===== src/rtl/uart_tx_arbiter_if.sv =====
// Requester-side handshake bundle for uart_tx_arbiter: two valid/data/ready channels.
// The master modport is the requester side and the slave modport is the arbiter side.
interface uart_tx_arbiter_if #(
    parameter int DATA_W = 8
);
    logic              req0_valid;
    logic [DATA_W-1:0] req0_data;
    logic              req0_ready;
    logic              req1_valid;
    logic [DATA_W-1:0] req1_data;
    logic              req1_ready;

    modport master (
        output req0_valid,
        output req0_data,
        input  req0_ready,
        output req1_valid,
        output req1_data,
        input  req1_ready
    );

    modport slave (
        input  req0_valid,
        input  req0_data,
        output req0_ready,
        input  req1_valid,
        input  req1_data,
        output req1_ready
    );
endinterface


===== src/rtl/uart_tx_arbiter.sv =====
// Two-requester round-robin UART transmitter: start, DATA_W bits LSB first, optional even parity, stop.
// Define UART_TX_PARITY_EN to insert the even parity bit between the last data bit and the stop bit.
module uart_tx_arbiter #(
    parameter int DATA_W = 8
) (
    input  logic                clk,
    input  logic                rst_n,
    input  logic                i_baud_pulse,
    uart_tx_arbiter_if.slave    bus,
    output logic                o_tx,
    output logic                o_busy,
    output logic                o_grant_id,
    output logic                o_frame_done
);

    localparam int IDX_W = (DATA_W > 1) ? $clog2(DATA_W) : 1;
    localparam logic [IDX_W-1:0] LAST_IDX = IDX_W'(DATA_W - 1);

`ifdef UART_TX_PARITY_EN
    typedef enum logic [2:0] {
        ST_IDLE,
        ST_SYNC,
        ST_START,
        ST_DATA,
        ST_PARITY,
        ST_STOP
    } state_t;
`else
    typedef enum logic [2:0] {
        ST_IDLE,
        ST_SYNC,
        ST_START,
        ST_DATA,
        ST_STOP
    } state_t;
`endif

    state_t             r_state;
    logic               r_tx;
    logic               r_busy;
    logic               r_frame_done;
    logic               r_grant_id;
    logic               r_last_grant;
    logic [IDX_W-1:0]   r_idx;
    logic [DATA_W-1:0]  r_shift;
`ifdef UART_TX_PARITY_EN
    logic               r_parity;
`endif

    logic               w_idle;
    logic               w_any_valid;
    logic               w_sel;
    logic               w_accept;
    logic               w_shift;
    logic [DATA_W-1:0]  w_sel_data;

    // Ready is gated by rst_n so both readys drop the instant reset asserts.
    always_comb begin
        w_idle      = rst_n && (r_state == ST_IDLE);
        w_any_valid = bus.req0_valid || bus.req1_valid;
        if (bus.req0_valid && bus.req1_valid) begin
            w_sel = ~r_last_grant;
        end else begin
            w_sel = bus.req1_valid;
        end
        w_sel_data = w_sel ? bus.req1_data : bus.req0_data;
        w_accept   = w_idle && w_any_valid;
        w_shift    = i_baud_pulse &&
                     ((r_state == ST_START) ||
                      ((r_state == ST_DATA) && (r_idx < LAST_IDX)));
    end

    assign bus.req0_ready = w_accept && !w_sel;
    assign bus.req1_ready = w_accept &&  w_sel;

    // Control FSM; every output is a register so the serial line cannot glitch.
    always_ff @(posedge clk or negedge rst_n) begin
        if (!rst_n) begin
            r_state      <= ST_IDLE;
            r_tx         <= 1'b1;
            r_busy       <= 1'b0;
            r_frame_done <= 1'b0;
            r_grant_id   <= 1'b0;
            r_last_grant <= 1'b1;
            r_idx        <= '0;
        end else begin
            r_frame_done <= 1'b0;
            case (r_state)
                ST_IDLE: begin
                    r_tx <= 1'b1;
                    if (w_accept) begin
                        r_state      <= ST_SYNC;
                        r_busy       <= 1'b1;
                        r_grant_id   <= w_sel;
                        r_last_grant <= w_sel;
                    end
                end
                ST_SYNC: begin
                    if (i_baud_pulse) begin
                        r_state <= ST_START;
                        r_tx    <= 1'b0;
                    end
                end
                ST_START: begin
                    if (i_baud_pulse) begin
                        r_state <= ST_DATA;
                        r_tx    <= r_shift[0];
                        r_idx   <= '0;
                    end
                end
                ST_DATA: begin
                    if (i_baud_pulse) begin
                        if (r_idx < LAST_IDX) begin
                            r_idx <= r_idx + IDX_W'(1);
                            r_tx  <= r_shift[0];
                        end else begin
`ifdef UART_TX_PARITY_EN
                            r_state <= ST_PARITY;
                            r_tx    <= r_parity;
`else
                            r_state <= ST_STOP;
                            r_tx    <= 1'b1;
`endif
                        end
                    end
                end
`ifdef UART_TX_PARITY_EN
                ST_PARITY: begin
                    if (i_baud_pulse) begin
                        r_state <= ST_STOP;
                        r_tx    <= 1'b1;
                    end
                end
`endif
                ST_STOP: begin
                    if (i_baud_pulse) begin
                        r_state      <= ST_IDLE;
                        r_busy       <= 1'b0;
                        r_frame_done <= 1'b1;
                    end
                end
                default: begin
                    r_state <= ST_IDLE;
                    r_busy  <= 1'b0;
                    r_tx    <= 1'b1;
                end
            endcase
        end
    end

    // Payload path; after a reset the stale byte is never emitted because
    // the next acceptance always overwrites it before START.
    always_ff @(posedge clk) begin
        if (w_accept) begin
            r_shift <= w_sel_data;
`ifdef UART_TX_PARITY_EN
            r_parity <= ^w_sel_data;
`endif
        end else if (w_shift) begin
            r_shift <= r_shift >> 1;
        end
    end

    assign o_tx         = r_tx;
    assign o_busy       = r_busy;
    assign o_grant_id   = r_grant_id;
    assign o_frame_done = r_frame_done;

endmodule


===== src/flat_wrapper.sv =====
// flat-port wrapper written by rule: the top's interface ports become plain ports
module uart_tx_arbiter_flat 
#(
    parameter int DATA_W = 8
)
  (clk, rst_n, i_baud_pulse, o_tx, o_busy, o_grant_id, o_frame_done, bus_req0_valid, bus_req0_data, bus_req0_ready, bus_req1_valid, bus_req1_data, bus_req1_ready);
  uart_tx_arbiter_if #(.DATA_W(DATA_W)) bus_i ();
  input  logic clk;
  input  logic rst_n;
  input  logic i_baud_pulse;
  output logic o_tx;
  output logic o_busy;
  output logic o_grant_id;
  output logic o_frame_done;
  input wire logic [$bits(bus_i.req0_valid)-1:0] bus_req0_valid;
  input wire logic [$bits(bus_i.req0_data)-1:0] bus_req0_data;
  output wire logic [$bits(bus_i.req0_ready)-1:0] bus_req0_ready;
  input wire logic [$bits(bus_i.req1_valid)-1:0] bus_req1_valid;
  input wire logic [$bits(bus_i.req1_data)-1:0] bus_req1_data;
  output wire logic [$bits(bus_i.req1_ready)-1:0] bus_req1_ready;
  assign bus_i.req0_valid = bus_req0_valid;
  assign bus_i.req0_data = bus_req0_data;
  assign bus_req0_ready = bus_i.req0_ready;
  assign bus_i.req1_valid = bus_req1_valid;
  assign bus_i.req1_data = bus_req1_data;
  assign bus_req1_ready = bus_i.req1_ready;
  uart_tx_arbiter #(.DATA_W(DATA_W)) u_core (.clk(clk), .rst_n(rst_n), .i_baud_pulse(i_baud_pulse), .bus(bus_i), .o_tx(o_tx), .o_busy(o_busy), .o_grant_id(o_grant_id), .o_frame_done(o_frame_done));
endmodule

===== config.mk =====
export PLATFORM = sky130hd
export DESIGN_NAME = uart_tx_arbiter_flat
export DESIGN_NICKNAME = d
export VERILOG_FILES = /design/src/rtl/uart_tx_arbiter_if.sv /design/src/rtl/uart_tx_arbiter.sv /design/src/flat_wrapper.sv
export SDC_FILE = /design/constraint.sdc
export NUM_CORES = 1
export LEC_CHECK = 0
export CORE_MARGIN = 2
export CORE_UTILIZATION = 35
export CTS_CLUSTER_SIZE = 14
export DETAILED_ROUTE_END_ITERATION = 6
export PLACE_DENSITY = 0.69
export SYNTH_ARGS = -nofsm -noshare
export SYNTH_HDL_FRONTEND = slang
export SYNTH_SLANG_ARGS = --single-unit

===== constraint.sdc =====
create_clock -name clk -period 1.85 [get_ports clk]
set_input_delay 0.37 -clock clk [delete_from_list [all_inputs] [get_ports clk]]
set_output_delay 0.37 -clock clk [all_outputs]
set_load 0.01 [all_outputs]

# Yosys cells after proc, flatten, opt, wreduce, memory -nomap -nowiden
# Cells that the tools add are included.
[op_classes]
n_addsub = 1
n_lt_le_gt_ge = 1
n_eq_ne = 11
mux = 23
bitwise = 3
reduce_logical = 19
[ops]
columns = ["operator", "count"]
rows = [
  ["two-way mux 3 bit", 8],
  ["two-way mux 8 bit", 3],
  ["case mux 3 bit (5 select lines)", 1],
  ["inequality test 2 bit (second input constant)", 6],
  ["two-way mux 1 bit", 8],
  ["AND reduction 4 bit", 2],
  ["logical AND 1 bit", 7],
  ["== test 3 x 2 -> 1 bit (second input constant)", 2],
  ["case mux 3 bit (2 select lines)", 1],
  ["AND reduction 6 bit", 1],
  ["case mux 1 bit (4 select lines)", 1],
  ["nonzero test 2 bit", 2],
  ["adder 3 x 1 -> 3 bit (second input constant)", 1],
  ["== test 3 x 1 -> 1 bit (second input constant)", 1],
  ["== test 3 bit (second input constant)", 1],
  ["zero test 3 bit", 1],
  ["< comparator 3 bit (second input constant)", 1],
  ["NOT 1 bit", 3],
  ["case mux 1 bit (3 select lines)", 1],
  ["AND reduction 3 bit", 1],
  ["OR reduction 3 bit", 1],
  ["logical OR 1 bit", 2],
  ["inequality test 2 x 1 -> 1 bit (second input constant)", 1],
  ["AND reduction 2 bit", 1],
  ["zero test 1 bit", 1],
]
[totals]
regBits = 19
in_bits = 21
out_inout_bits = 6
elab_cells = 66

# Logic depth before layout (Yosys ltp)
[depth]
ltp_word = 6
mapped_depth = 5
ltp_nobuf = 4

# Least setup slack after synthesis
# No wires, ideal clock.
[synth_timing]
path_type = "flip-flop to output port"
from = "register u_core.r_state[2]"
to = "output bus_req0_ready"
t_arrival_ns = 1.501
t_required_ns = 1.480
slack_ns = -0.021
stages_incl_launch_ff = 5
path_buffers = 2
cell_sequence = "dfrtp_1 buf_6 or4b_4 buf_6 nor3b_4"
[synth_via]
elab_chain_cells = 4
[synth_lines]
columns = ["element", "line_no", "text"]
rows = [
  ["start, declared", "uart_tx_arbiter.sv:38", "state_t r_state;"],
  ["start signal, assigned", "uart_tx_arbiter.sv:79", "r_state <= ST_IDLE;"],
  ["start signal, assigned", "uart_tx_arbiter.sv:92", "r_state <= ST_SYNC;"],
  ["start signal, assigned", "uart_tx_arbiter.sv:100", "r_state <= ST_START;"],
  ["zero test 3 bit", "uart_tx_arbiter.sv:59", "w_idle = rst_n && (r_state == ST_IDLE);"],
  ["logical AND 1 bit", "uart_tx_arbiter.sv:59", ""],
  ["logical AND 1 bit", "uart_tx_arbiter.sv:67", "w_accept = w_idle && w_any_valid;"],
  ["logical AND 1 bit", "uart_tx_arbiter.sv:73", "assign bus.req0_ready = w_accept && !w_sel;"],
  ["end, declared", "flat_wrapper.sv:17", "output wire logic [$bits(bus_i.req0_ready)-1:0] bus_req0_ready;"],
]
# No other way between the ends.

# Worst setup path after layout
[layout_timing]
from = "register u_core.r_state[1]"
to = "output bus_req0_ready"
# The elaborated chain is that of the path after synthesis.

==> metrics.md <==
| Metric | Value |
|---|---|
| Syn Std Cell Area | 986 um2 |
| Total iterations of the first detailed-routing run | 4 |
| Sw Pwr | 0.000375 W |
| Most common cell after layout, fill and taps aside | clkdlybuf4s50_1 |
| Post-DP HPWL | 1720 um |
| Flops & latches, synth | 19 |
| H-tree depth | 1 |
| Main combinational cell family by area after synthesis | compound AO/OA/AOI/OAI gates |
| Post-cts hold buffer count | 0 |
| Iter 0 DRT Violations | 22 |
| Rows | 19 |
| Post-CTS setup buffer count | 0 |
| Final hold violations | 0 |
| Fmax | approximately 0.50 GHz |
| XOR/XNOR share of the synthesized area | 0% |
| Clk slew on worst S/H paths | approximately 110 ps |
| Clock skew | 0.757 ps |
| Final core utilization | 51.2% |
| Die width | 57.1 um |
| # setup viols final | 5 |
| Compound-Gate Fraction of Synth Area | around 26% |
| Syn Area/Cell | around 11 um2 |
| Relative slew slack | 74.9% |
| FF-to-FF setup slack | -10 ps |
| Worst endpoint required time | about 1500 ps |
| Most frequent cells in the layout | 23 x clkdlybuf4s50_1, 13 x buf_4, 9 x nand2_1, 9 x dfrtp_1, 8 x edfxtp_1 |
| Residual DRC count | 0 |
| Die area | around 3300 um2 |
| Mux share of post-synthesis cell area | 1.14% |
| Core area | approximately 2700 um2 |
| CTS buffer count | 3 |
| Mean routed wirelength per cell | around 14 um |
| Internal | 0.000890 W |
| Synth cell types | 35 |
| Syn. warnings | 0 |
| Mapped Cells | 88 |
| Initial Util | between 30 and 40% |
| Arrival @ worst endpoint | 1630 ps |
| Met3 wire length | 148 um |
| M1 wire length | around 920 um |
| Post-synthesis sequential area ratio | 52.5% |
| Root Driver | clkbuf_4 |
| Placed Area | 1360 um2 |
| Post-route cell area | 1390 um2 |
| Global-route usage over all layers | 14.7% |
| Critical path class | flop to primary output |
| Die H | approximately 57 um |
| Vias in the first global route | 914 |
| Antenna Nets Post-Route | 0 |
| Clk Latency, worst-skew pair | 290 ps |
| I/O pins | 27 |
| Unrepaired setup endpoints after global routing | true |
| Synth-to-layout area growth | 40.9% |
| Switching part of the total | 29.7% |
| Largest net degree at the start of global routing | 13 |
| Grt ovf | 0 |
| CTS sink cnt | 19 |
| WL final | 2170 um |
| CTS tree | built |
| R2R cell count | 4 |
| Simple-gate share of the synthesized area | 13.7% |
| Power share of the sequential group | 51.0% |
| Vias per cell | 5.39 |
| Leak pwr | 0.579 nW |
| PortBufs | 26 |
| Failing checks | setup timing |
| Layout cells sized above 1 | 21.4% |
| Adder-Cell Fraction of Synth Area | 1.27% |
| Combinational power share | between 30% and 40% |
| Via count | 846 |
| Status | finished, violations left |
| Peak VDD IR | between 0.4 and 0.5 mV |
| Number of diodes | 0 |
| Max Fanout on Critical Path | 3 |
| Final nets | 149 |
| Worst Hold Class | primary input to async pin |
| Mapped Nets | 110 |
| Worst Tran Pin Value | 366 ps |
| Pwr Density | 911 nW/um2 |
| Routability cong. | around 0.8 |
| Clk buf depth | 2 |
| Top layer in use | met4 |
| Max-Cap Viols | 0 |
| Clk pwr share | between 10% and 20% |
| Slew Limit Fails | 0 |
| Metal2 WL | 1090 um |
| Tcrit/Tclk final | 108% |
| Final worst slack | -150 ps |
| Crit start category | flop |
| Crit end category | primary output |
| Antenna violations before repair | 0 |
| Min Clock Period, post-route | 2000 ps |
| First-pass GRT wire length | 3820 um |
==> repair_timing <==
action	CTS	global route
pin swaps	2	3
setup endpoints to repair	9	9
resized for setup	11	0
cloned	0	0
==> routing by layer <==
layer | global-route usage, % | vias up
met3 | 3.85 | 2
met2 | 25.8 | 26
li1 | - | 410
met5 | 0 | -
met1 | 16.7 | 408
met4 | 6.31 | 0
==> cells in the mapped netlist, drive strengths merged <==
master	number	area, um2
o311ai	1	8.76
o21a	7	52.6
a21bo	1	10.0
a2111oi	1	8.76
a221o	7	70.1
buf	4	32.5
clkbuf	2	7.51
a21oi	6	30.0
ha	1	12.5
o21ai	4	20.0
edfxtp	8	240
o211ai	1	7.51
o22ai	1	6.26
or4b	1	13.8
and3b	1	10.0
o2bb2ai	1	8.76
dfrtp	9	225
dfstp	2	52.6
nand4	1	6.26
nand2	9	33.8
a21o	1	7.51
a31oi	1	6.26
inv	4	15.0
and3	1	6.26
a41o	1	10.0
nor2	6	25.0
nor4b	1	8.76
mux2	1	11.3
nand3b	1	7.51
nor3b	1	18.8
nor3	1	5.00
o31ai	1	7.51
==> sequential cells by signal, indices dropped and copies added (netlist names) <==
name	flops
u_core.o_busy	1
u_core.o_frame_done	1
u_core.o_grant_id	1
u_core.o_tx	1
u_core.r_idx	3
u_core.r_last_grant	1
u_core.r_shift	8
u_core.r_state	3
==> through the flow <==
step	instances	setup slack (ps)	power (W)	hold slack [ps]	setup TNS (ps)
floorplan	88	7.55	0.000867	74.4	0
global placement	153	-638	0.00104	459	-6400
detailed placement	153	-633	0.00107	460	-6750
CTS	157	-190	0.00128	130	-267
global route	157	-236	0.00135	134	-729
finish	157	-150	0.00126	130	-220
==> worst max-delay path, stage by stage, from the launching register on <==
cell and delay (ps):
dfrtp_1 390, or4b_4 590, nor3b_4 200, buf_2 160
==> worst paths after layout <==
kind                                       end               from
max                             bus_req0_ready  u_core.r_state[1]
min                            u_core.r_idx[2]              rst_n
max reg2reg                  u_core.r_shift[4]  u_core.r_state[1]
min reg2reg                        u_core.o_tx        u_core.o_tx
max in group asynchronous  u_core.r_last_grant              rst_n
min in group clk                   u_core.o_tx        u_core.o_tx
==> power by group through the flow <==
stage / registers [W] / logic (W) / clock network (W)
3_3_place_gp: 0.000644 / 0.000397 / 0
2_1_floorplan: 0.000646 / 0.000220 / 0
6_report: 0.000644 / 0.000410 / 0.000210
3_5_place_dp: 0.000655 / 0.000412 / 0
5_1_grt: 0.000663 / 0.000449 / 0.000239
4_1_cts: 0.000645 / 0.000415 / 0.000219
==> area by class of cell <==
cell class              count  area (um2)
repair buffers             40         373
clock buffers               4        26.3
multi-input cells          59         418
inverters                   4        15.0
well taps                  31        38.8
fillers                   268        1320
flip-flops and latches     19         518
==> cell families after synthesis <==
logic type | Yosys count
adder cells (fa/ha/maj) | 1
AO/OA/AOI/OAI | 34
AND/OR/NAND/NOR | 23
flip-flops | 19
multiplexers | 1
buffers and inverters | 10
No activity file was read; power rests on OpenSTA's default activity.
